## src/rtl/cpu_types_pkg.sv

```systemverilog
// -----------------------------------------------------------------------------
// cpu_types_pkg
// Shared types for the pipeline front end.
//   word_t        : 32-bit datapath word (PCs, addresses, instructions)
//   PC_ALIGN_MASK : clears the byte-offset bits of a PC
//   fetch_state_t : fetch-stage FSM states
//   pc_sel_t      : next-PC source select used by pc_reg
//   align_pc()    : word-aligns an address
// -----------------------------------------------------------------------------
package cpu_types_pkg;

    typedef logic [31:0] word_t;

    localparam word_t PC_ALIGN_MASK = 32'hFFFF_FFFC;

    typedef enum logic [1:0] {
        FETCH  = 2'd0,
        MISS   = 2'd1,
        DROP   = 2'd2,
        HALTED = 2'd3
    } fetch_state_t;

    typedef enum logic [1:0] {
        PC_HOLD  = 2'd0,
        PC_INC   = 2'd1,
        PC_REDIR = 2'd2,
        PC_PEND  = 2'd3
    } pc_sel_t;

    function automatic word_t align_pc(input word_t addr);
        return addr & PC_ALIGN_MASK;
    endfunction

endpackage

```

## src/rtl/fetch_stage_if.sv

```systemverilog
// -----------------------------------------------------------------------------
// fetch_stage_if
// Bundles the fetch stage's instruction-memory port, hazard/control inputs and
// IF/ID latch outputs.
//   imem   : ihit, imemload (in to fetch), imemREN, imemaddr (out of fetch)
//   ctrl   : stall, redirect, redirect_pc, halt (in to fetch)
//   IF/ID  : pcplus4_in, instr_in, ifid_wen, ifid_flush (out of fetch)
//   perf   : fetch_cnt, miss_cyc (out of fetch, only with FETCH_PERF_EN)
// Modports: master = fetch stage, slave = surrounding pipeline / memory.
// Optional feature macro: FETCH_PERF_EN
// -----------------------------------------------------------------------------
interface fetch_stage_if;
    import cpu_types_pkg::*;

    logic  ihit;
    word_t imemload;
    logic  imemREN;
    word_t imemaddr;
    logic  stall;
    logic  redirect;
    word_t redirect_pc;
    logic  halt;
    word_t pcplus4_in;
    word_t instr_in;
    logic  ifid_wen;
    logic  ifid_flush;
`ifdef FETCH_PERF_EN
    word_t fetch_cnt;
    word_t miss_cyc;
`endif

    modport master (
        input  ihit, imemload, stall, redirect, redirect_pc, halt,
        output imemREN, imemaddr, pcplus4_in, instr_in, ifid_wen, ifid_flush
`ifdef FETCH_PERF_EN
        , output fetch_cnt, miss_cyc
`endif
    );

    modport slave (
        output ihit, imemload, stall, redirect, redirect_pc, halt,
        input  imemREN, imemaddr, pcplus4_in, instr_in, ifid_wen, ifid_flush
`ifdef FETCH_PERF_EN
        , input fetch_cnt, miss_cyc
`endif
    );

endinterface

```

## src/rtl/fetch_stage_pc_reg.sv

```systemverilog
// -----------------------------------------------------------------------------
// pc_reg
// Program counter register with next-PC mux.
//   CLK, nRST     : clock, async active-low reset (loads PC_INIT)
//   sel_i         : next-PC source (hold / +4 / redirect / pending redirect)
//   redirect_pc_i : already word-aligned redirect target
//   pend_pc_i     : already word-aligned deferred redirect target
//   pc_o          : current PC
//   pcplus4_o     : current PC + 4 (wraps modulo 2^PC_W)
// -----------------------------------------------------------------------------
module pc_reg
    import cpu_types_pkg::*;
#(
    parameter int              PC_W    = 32,
    parameter logic [PC_W-1:0] PC_INIT = '0
) (
    input  logic            CLK,
    input  logic            nRST,
    input  pc_sel_t         sel_i,
    input  logic [PC_W-1:0] redirect_pc_i,
    input  logic [PC_W-1:0] pend_pc_i,
    output logic [PC_W-1:0] pc_o,
    output logic [PC_W-1:0] pcplus4_o
);

    logic [PC_W-1:0] pc_q;
    logic [PC_W-1:0] pc_d;

    // Addition wraps naturally: 32'hFFFFFFFC + 4 -> 0.
    assign pcplus4_o = pc_q + PC_W'(4);
    assign pc_o      = pc_q;

    always_comb begin
        unique case (sel_i)
            PC_INC:   pc_d = pcplus4_o;
            PC_REDIR: pc_d = redirect_pc_i;
            PC_PEND:  pc_d = pend_pc_i;
            default:  pc_d = pc_q;
        endcase
    end

    // NOTE: sequential state is written with non-blocking assignments so every
    // register samples the pre-edge values of its peers.
    always_ff @(posedge CLK or negedge nRST) begin
        if (!nRST) pc_q <= PC_INIT;
        else       pc_q <= pc_d;
    end

endmodule

```

## src/rtl/fetch_stage.sv

```systemverilog
// -----------------------------------------------------------------------------
// fetch_stage
// Instruction-fetch stage: owns the PC, drives the instruction-memory request,
// and resolves redirects, stalls and halt so the IF/ID latch only sees clean
// write/flush strobes.
//   CLK, nRST : clock, async active-low reset (all bus outputs forced to 0
//               while in reset)
//   bus       : fetch_stage_if.master (imem port, stall/redirect/halt inputs,
//               IF/ID outputs, optional perf counters)
// Parameters: PC_INIT (reset PC), PC_W (PC width, equals word_t width).
// Optional feature macro: FETCH_PERF_EN adds saturating fetch_cnt / miss_cyc.
// -----------------------------------------------------------------------------
module fetch_stage
    import cpu_types_pkg::*;
#(
    parameter word_t PC_INIT = 32'h0000_0000,
    parameter int    PC_W    = 32
) (
    input  logic          CLK,
    input  logic          nRST,
    fetch_stage_if.master bus
);

    fetch_state_t    state_q, state_d;
    logic [PC_W-1:0] pend_pc_q, pend_pc_d;
    logic [PC_W-1:0] pc, pcplus4;
    logic [PC_W-1:0] redir_tgt;
    pc_sel_t         pc_sel;
    logic            ren, wen, flush;

    assign redir_tgt = align_pc(bus.redirect_pc);

    pc_reg #(
        .PC_W    (PC_W),
        .PC_INIT (PC_INIT)
    ) u_pc_reg (
        .CLK           (CLK),
        .nRST          (nRST),
        .sel_i         (pc_sel),
        .redirect_pc_i (redir_tgt),
        .pend_pc_i     (pend_pc_q),
        .pc_o          (pc),
        .pcplus4_o     (pcplus4)
    );

    // The PC only moves on ihit, so holding it through MISS/DROP keeps
    // imemaddr locked while a request is outstanding.
    // NOTE: every signal driven here gets a default first so no path through
    // the case statement can leave one unassigned and infer a latch.
    always_comb begin
        state_d   = state_q;
        pend_pc_d = pend_pc_q;
        pc_sel    = PC_HOLD;
        ren       = 1'b0;
        wen       = 1'b0;
        flush     = 1'b0;

        unique case (state_q)
            FETCH, MISS: begin
                ren = 1'b1;
                if (bus.halt) begin
                    state_d = HALTED;
                end else if (bus.redirect && bus.ihit) begin
                    pc_sel  = PC_REDIR;
                    flush   = 1'b1;
                    state_d = FETCH;
                end else if (bus.redirect) begin
                    // Wrong-path request still in flight: remember the target
                    // and swallow the data when it arrives.
                    pend_pc_d = redir_tgt;
                    flush     = 1'b1;
                    state_d   = DROP;
                end else if (bus.ihit) begin
                    state_d = FETCH;
                    if (!bus.stall) begin
                        wen    = 1'b1;
                        pc_sel = PC_INC;
                    end
                end else begin
                    state_d = MISS;
                end
            end

            DROP: begin
                ren = 1'b1;
                if (bus.halt) begin
                    state_d = HALTED;
                end else if (bus.redirect && bus.ihit) begin
                    pc_sel  = PC_REDIR;
                    flush   = 1'b1;
                    state_d = FETCH;
                end else if (bus.redirect) begin
                    pend_pc_d = redir_tgt;
                    flush     = 1'b1;
                end else if (bus.ihit) begin
                    pc_sel  = PC_PEND;
                    state_d = FETCH;
                end
            end

            default: begin
                // HALTED: frozen until reset.
            end
        endcase
    end

    always_ff @(posedge CLK or negedge nRST) begin
        if (!nRST) begin
            state_q   <= FETCH;
            pend_pc_q <= '0;
        end else begin
            state_q   <= state_d;
            pend_pc_q <= pend_pc_d;
        end
    end

    // Outputs are gated by nRST so the whole bus reads 0 during reset,
    // regardless of PC_INIT or what memory presents.
    assign bus.imemREN    = nRST & ren;
    assign bus.imemaddr   = nRST ? align_pc(word_t'(pc)) : '0;
    assign bus.pcplus4_in = nRST ? word_t'(pcplus4) : '0;
    assign bus.instr_in   = nRST ? bus.imemload : '0;
    assign bus.ifid_wen   = nRST & wen;
    assign bus.ifid_flush = nRST & flush;

`ifdef FETCH_PERF_EN
    word_t fetch_cnt_q, miss_cyc_q;

    always_ff @(posedge CLK or negedge nRST) begin
        if (!nRST) begin
            fetch_cnt_q <= '0;
            miss_cyc_q  <= '0;
        end else if (state_q != HALTED) begin
            if (wen && (fetch_cnt_q != '1))
                fetch_cnt_q <= fetch_cnt_q + 32'd1;
            if (ren && !bus.ihit && (miss_cyc_q != '1))
                miss_cyc_q <= miss_cyc_q + 32'd1;
        end
    end

    assign bus.fetch_cnt = fetch_cnt_q;
    assign bus.miss_cyc  = miss_cyc_q;
`endif

endmodule
```

## src/flat_wrapper.sv

```systemverilog
// flat-port wrapper written by rule: the top's interface ports become plain ports
module fetch_stage_flat import cpu_types_pkg::*;
#(
    parameter word_t PC_INIT = 32'h0000_0000,
    parameter int    PC_W    = 32
)
  (CLK, nRST, bus_ihit, bus_imemload, bus_stall, bus_redirect, bus_redirect_pc, bus_halt, bus_imemREN, bus_imemaddr, bus_pcplus4_in, bus_instr_in, bus_ifid_wen, bus_ifid_flush);
  fetch_stage_if bus_i ();
  input  logic CLK;
  input  logic nRST;
  input wire logic [$bits(bus_i.ihit)-1:0] bus_ihit;
  input wire logic [$bits(bus_i.imemload)-1:0] bus_imemload;
  input wire logic [$bits(bus_i.stall)-1:0] bus_stall;
  input wire logic [$bits(bus_i.redirect)-1:0] bus_redirect;
  input wire logic [$bits(bus_i.redirect_pc)-1:0] bus_redirect_pc;
  input wire logic [$bits(bus_i.halt)-1:0] bus_halt;
  output wire logic [$bits(bus_i.imemREN)-1:0] bus_imemREN;
  output wire logic [$bits(bus_i.imemaddr)-1:0] bus_imemaddr;
  output wire logic [$bits(bus_i.pcplus4_in)-1:0] bus_pcplus4_in;
  output wire logic [$bits(bus_i.instr_in)-1:0] bus_instr_in;
  output wire logic [$bits(bus_i.ifid_wen)-1:0] bus_ifid_wen;
  output wire logic [$bits(bus_i.ifid_flush)-1:0] bus_ifid_flush;
  assign bus_i.ihit = bus_ihit;
  assign bus_i.imemload = bus_imemload;
  assign bus_i.stall = bus_stall;
  assign bus_i.redirect = bus_redirect;
  assign bus_i.redirect_pc = bus_redirect_pc;
  assign bus_i.halt = bus_halt;
  assign bus_imemREN = bus_i.imemREN;
  assign bus_imemaddr = bus_i.imemaddr;
  assign bus_pcplus4_in = bus_i.pcplus4_in;
  assign bus_instr_in = bus_i.instr_in;
  assign bus_ifid_wen = bus_i.ifid_wen;
  assign bus_ifid_flush = bus_i.ifid_flush;
  fetch_stage #(.PC_INIT(PC_INIT), .PC_W(PC_W)) u_core (.CLK(CLK), .nRST(nRST), .bus(bus_i));
endmodule
```

## config.mk

```make
export PLATFORM = sky130hd
export DESIGN_NAME = fetch_stage_flat
export DESIGN_NICKNAME = d
export VERILOG_FILES = /design/src/rtl/cpu_types_pkg.sv /design/src/rtl/fetch_stage_if.sv /design/src/rtl/fetch_stage_pc_reg.sv /design/src/rtl/fetch_stage.sv /design/src/flat_wrapper.sv
export SDC_FILE = /design/constraint.sdc
export NUM_CORES = 1
export LEC_CHECK = 0
export CAP_MARGIN = 20
export CORE_ASPECT_RATIO = 2
export CORE_MARGIN = 2
export CORE_UTILIZATION = 45
export CTS_CLUSTER_SIZE = 12
export DETAILED_ROUTE_END_ITERATION = 12
export PLACE_DENSITY = 0.82
export SLEW_MARGIN = 30
export SYNTH_ARGS = -nofsm -noshare
export SYNTH_HDL_FRONTEND = slang
export SYNTH_SLANG_ARGS = --single-unit
```

## constraint.sdc

```tcl
create_clock -name CLK -period 2.98 [get_ports CLK]
set_clock_uncertainty 0.2 [all_clocks]
set_input_delay 0.596 -clock CLK [delete_from_list [all_inputs] [get_ports CLK]]
set_output_delay 0.596 -clock CLK [all_outputs]
set_load 0.02 [all_outputs]
```

==> impl_metrics.env <==
export IMPL_rrSetupSlack_ps=540
export IMPL_synth_top_flop_cell="dfrtp_1"
export IMPL_grt_pass1_vias=4700
export IMPL_powerDensity_mw_per_mm2=593
export IMPL_post_synthesis_cell_type_count=46
export IMPL_gp_congestion=0.916
export IMPL_nets=814
export IMPL_total_power_mw=4.29
export IMPL_setup_repair_after_global_routing_missed_its_margin="yes"
export IMPL_antenna_cells=0
export IMPL_rr_endpoint="u_core.u_pc_reg.pc_o[28]$_DFFE_PN0P_"
export IMPL_design_die_area_mm2=0.0107
export IMPL_timing_hold_worst_class="in -> async"
export IMPL_drv_slew=0
export IMPL_r2r_start="u_core.u_pc_reg.pc_o[14]$_DFFE_PN0P_"
export IMPL_cts_made_buffers=9
export IMPL_synth_top_area_cell="dfrtp_1"
export IMPL_timing_final_hold_violations=0
export IMPL_fillCellCount=666
export IMPL_antenna_violating_nets_left=0
export IMPL_synth_yosys_seq_area_share_pct=35.1
export IMPL_effective_utilization_at_floorplan_pct=45.9
export IMPL_critPathMaxFanout=6
export IMPL_routed_wirelength_mm=14.2
export IMPL_antenna_found_initial=0
export IMPL_grt_overflow_total=0
export IMPL_setup_total_negative_slack_ps=-122
export IMPL_avgViaCountPerCell=5.37
export IMPL_post_synth_inst_count=521
export IMPL_post_route_period_util_pct=102
export IMPL_worst_ir_drop_vdd_mv=0.475
export IMPL_ctsHtreeMaxLevel=3
export IMPL_crit_arrival_ps=2260
export IMPL_cp_start_kind="flop"
export IMPL_timing_final_crit_period_ps=3050
export IMPL_clock_insertion_delay_worst_skew_ps=340
export IMPL_violations="setup timing"
export IMPL_synth_largest_type_area_fraction_pct=35.1
export IMPL_required_ps=2180
export IMPL_synthesis_area_mm2=0.00442
export IMPL_synthesis_yosys_warnings=0
export IMPL_leakagePower_nw=3.24
export IMPL_synth_enable_flop_cells=0
export IMPL_cts_sink_count=62
export IMPL_final_layout_size_suffix_gt1_share_pct=25.3
export IMPL_number_of_placement_rows=51
export IMPL_core_mm2=0.00964
export IMPL_clock_fmax_mhz=327
export IMPL_drt_pass1_iter_count=5
export IMPL_synth_seq_cells=62
export IMPL_synthArstFlopShare_pct=100
export IMPL_worstSetupEndpointType="primary output"
export IMPL_clkTransAtPathRegs_ps=50
export IMPL_critPathLaunch="u_core.u_pc_reg.pc_o[5]$_DFFE_PN0P_"
export IMPL_cts_tree="done"
export IMPL_design_portCount=169
export IMPL_grt_total_usage_pct=27.4
export IMPL_start_to_end_type_of_the_worst_setup_path="reg -> out"
export IMPL_die_x_um=74.1
export IMPL_area_growth_syn_to_layout_pct=63.7
export IMPL_drv_cap=0
export IMPL_postLayoutSetupSlackWorst_ps=-73.8
export IMPL_reg2regPathDepth=6
export IMPL_post_synth_main_area_contributors="dfrtp_1 35%, and2_1 13%, mux2_2 7.6%"
export IMPL_post_synth_cell_area_avg_um2=8.48
export IMPL_vertical_extent_of_the_die_um=144
export IMPL_port_buffers=162
export IMPL_vias=4722
export IMPL_status="finished with violations"
export IMPL_final_standard_cell_utilization_of_the_core_pct=75.1
export IMPL_post_route_drc_count=0
export IMPL_grt_start_max_net_pins=47
export IMPL_clock_tree_buffer_depth=2
export IMPL_drt_initial_drc_count=303
export IMPL_root_buffer="clkbuf_16"
export IMPL_wire_length_of_the_first_global_routing_pass_mm=22.3
export IMPL_avgRoutedWirePerCell_um=16.1
export IMPL_report_final_setup_viol=3
export IMPL_dp_hpwl_mm=10.5
==> worst max path at each step <==
stage | to | slack, ps | depth (start not counted)
after CTS | bus_pcplus4_in[25] | -70 | 8
final | bus_pcplus4_in[25] | -70 | 8
after global placement | bus_ifid_wen | -250 | 5
after global routing | bus_pcplus4_in[25] | -150 | 8
after detailed placement | bus_ifid_wen | -290 | 5
after floorplan | bus_pcplus4_in[28] | 110 | 6
==> area by class of cell <==
type                       instances  area, µm²  share of cell area, %
timing repair buffer             251       2310                   32.0
clock inverter                     4       53.8                  0.744
multi-input combinational        415       2870                   39.6
clock buffer                      12        267                   3.68
inverter                           4       15.0                  0.208
tap                              132        165                   2.28
sequential                        62       1550                   21.5
==> worst max-delay path, stage by stage, from the launching register on <==
cell and delay [ps]:
dfrtp_1 390, nand3_4 130, or4_4 590, buf_6 150, buf_6 120, nor3_4 110
xor2_1 150, and2_1 150, buf_6 110
==> power breakdown <==
group	internal [mW]	leakage [nW]	switching, mW	total [mW]
registers	1.06	0.769	0.181	1.24
logic	1.01	2.32	0.952	1.96
clock network	0.716	0.151	0.380	1.10
==> sequential cells by signal, indices dropped and copies added, names as in the netlist <==
register,cells
u_core.pend_pc_q,30
u_core.state_q,2
u_core.u_pc_reg.pc_o,30
==> kinds of logic after synthesis <==
group / share of synthesized area, %
XOR/XNOR: 10.1
AND/OR/NAND/NOR: 35.8
AO/OA/AOI/OAI: 5.78
adder cells (fa/ha/maj): 0.283
multiplexers: 8.10
flip-flops: 35.1
buffers and inverters: 4.70
other: 0.0849
==> layer usage <==
metal	track usage [%]	part of all wire [%]	vias to the layer above
met3	5.09	5.8	47
met1	27.6	34	2276
met4	14.0	4.2	0
met5	0	0	-
met2	51.4	56	191
li1	-	-	2208
==> metrics by stage <==
step                      cell area [µm²]  worst slack (ps)  cells  hold WS, ps
after floorplan                      4430               109    524          100
after global placement               6700              -253    854          283
after detailed placement             6700              -286    854          290
after CTS                            7130             -73.7    875          175
after global routing                 7230              -149    880          207
final                                7230             -73.8    880          189
==> Yosys cell counts (2+ instances only) <==
cell,instances
or2_2,2
nor4b_1,2
and3_1,31
nor3_1,15
nor4_1,5
inv_1,4
buf_2,7
nand3_1,19
nand2_1,76
xor2_1,24
nor4_2,5
nor2b_1,2
a21o_1,2
nand2b_1,3
buf_4,6
nor2_1,10
xnor2_1,27
dfrtp_1,62
o211ai_1,2
o21ai_1,2
clkbuf_1,29
o21ai_0,2
nand4_1,9
a32oi_1,2
mux2_2,30
mux2i_1,2
and2_1,91
or3_1,4
a21oi_1,26
or4_1,4
==> placed cells by master, fill, tap and decap left out, drive strengths merged, types with 24 or more instances in the layout <==
| cell type | instances |
|---|---|
| dfrtp | 62 |
| xnor2 | 27 |
| a21oi | 26 |
| xor2 | 24 |
| mux2 | 30 |
| nand2 | 76 |
| buf | 103 |
| clkdlybuf4s50 | 134 |
| and3 | 31 |
| and2 | 91 |
==> what timing repair did <==
action / 4_1_cts / 5_1_grt
pin swaps: 6 / 14
gates resized for setup: 88 / 48
setup endpoints to repair: 27 / 22
hold buffers: 1 / 0
setup buffers: 4 / 5
endpoints found under the hold margin: 2 / 0
(Power assumes the default switching activity.)
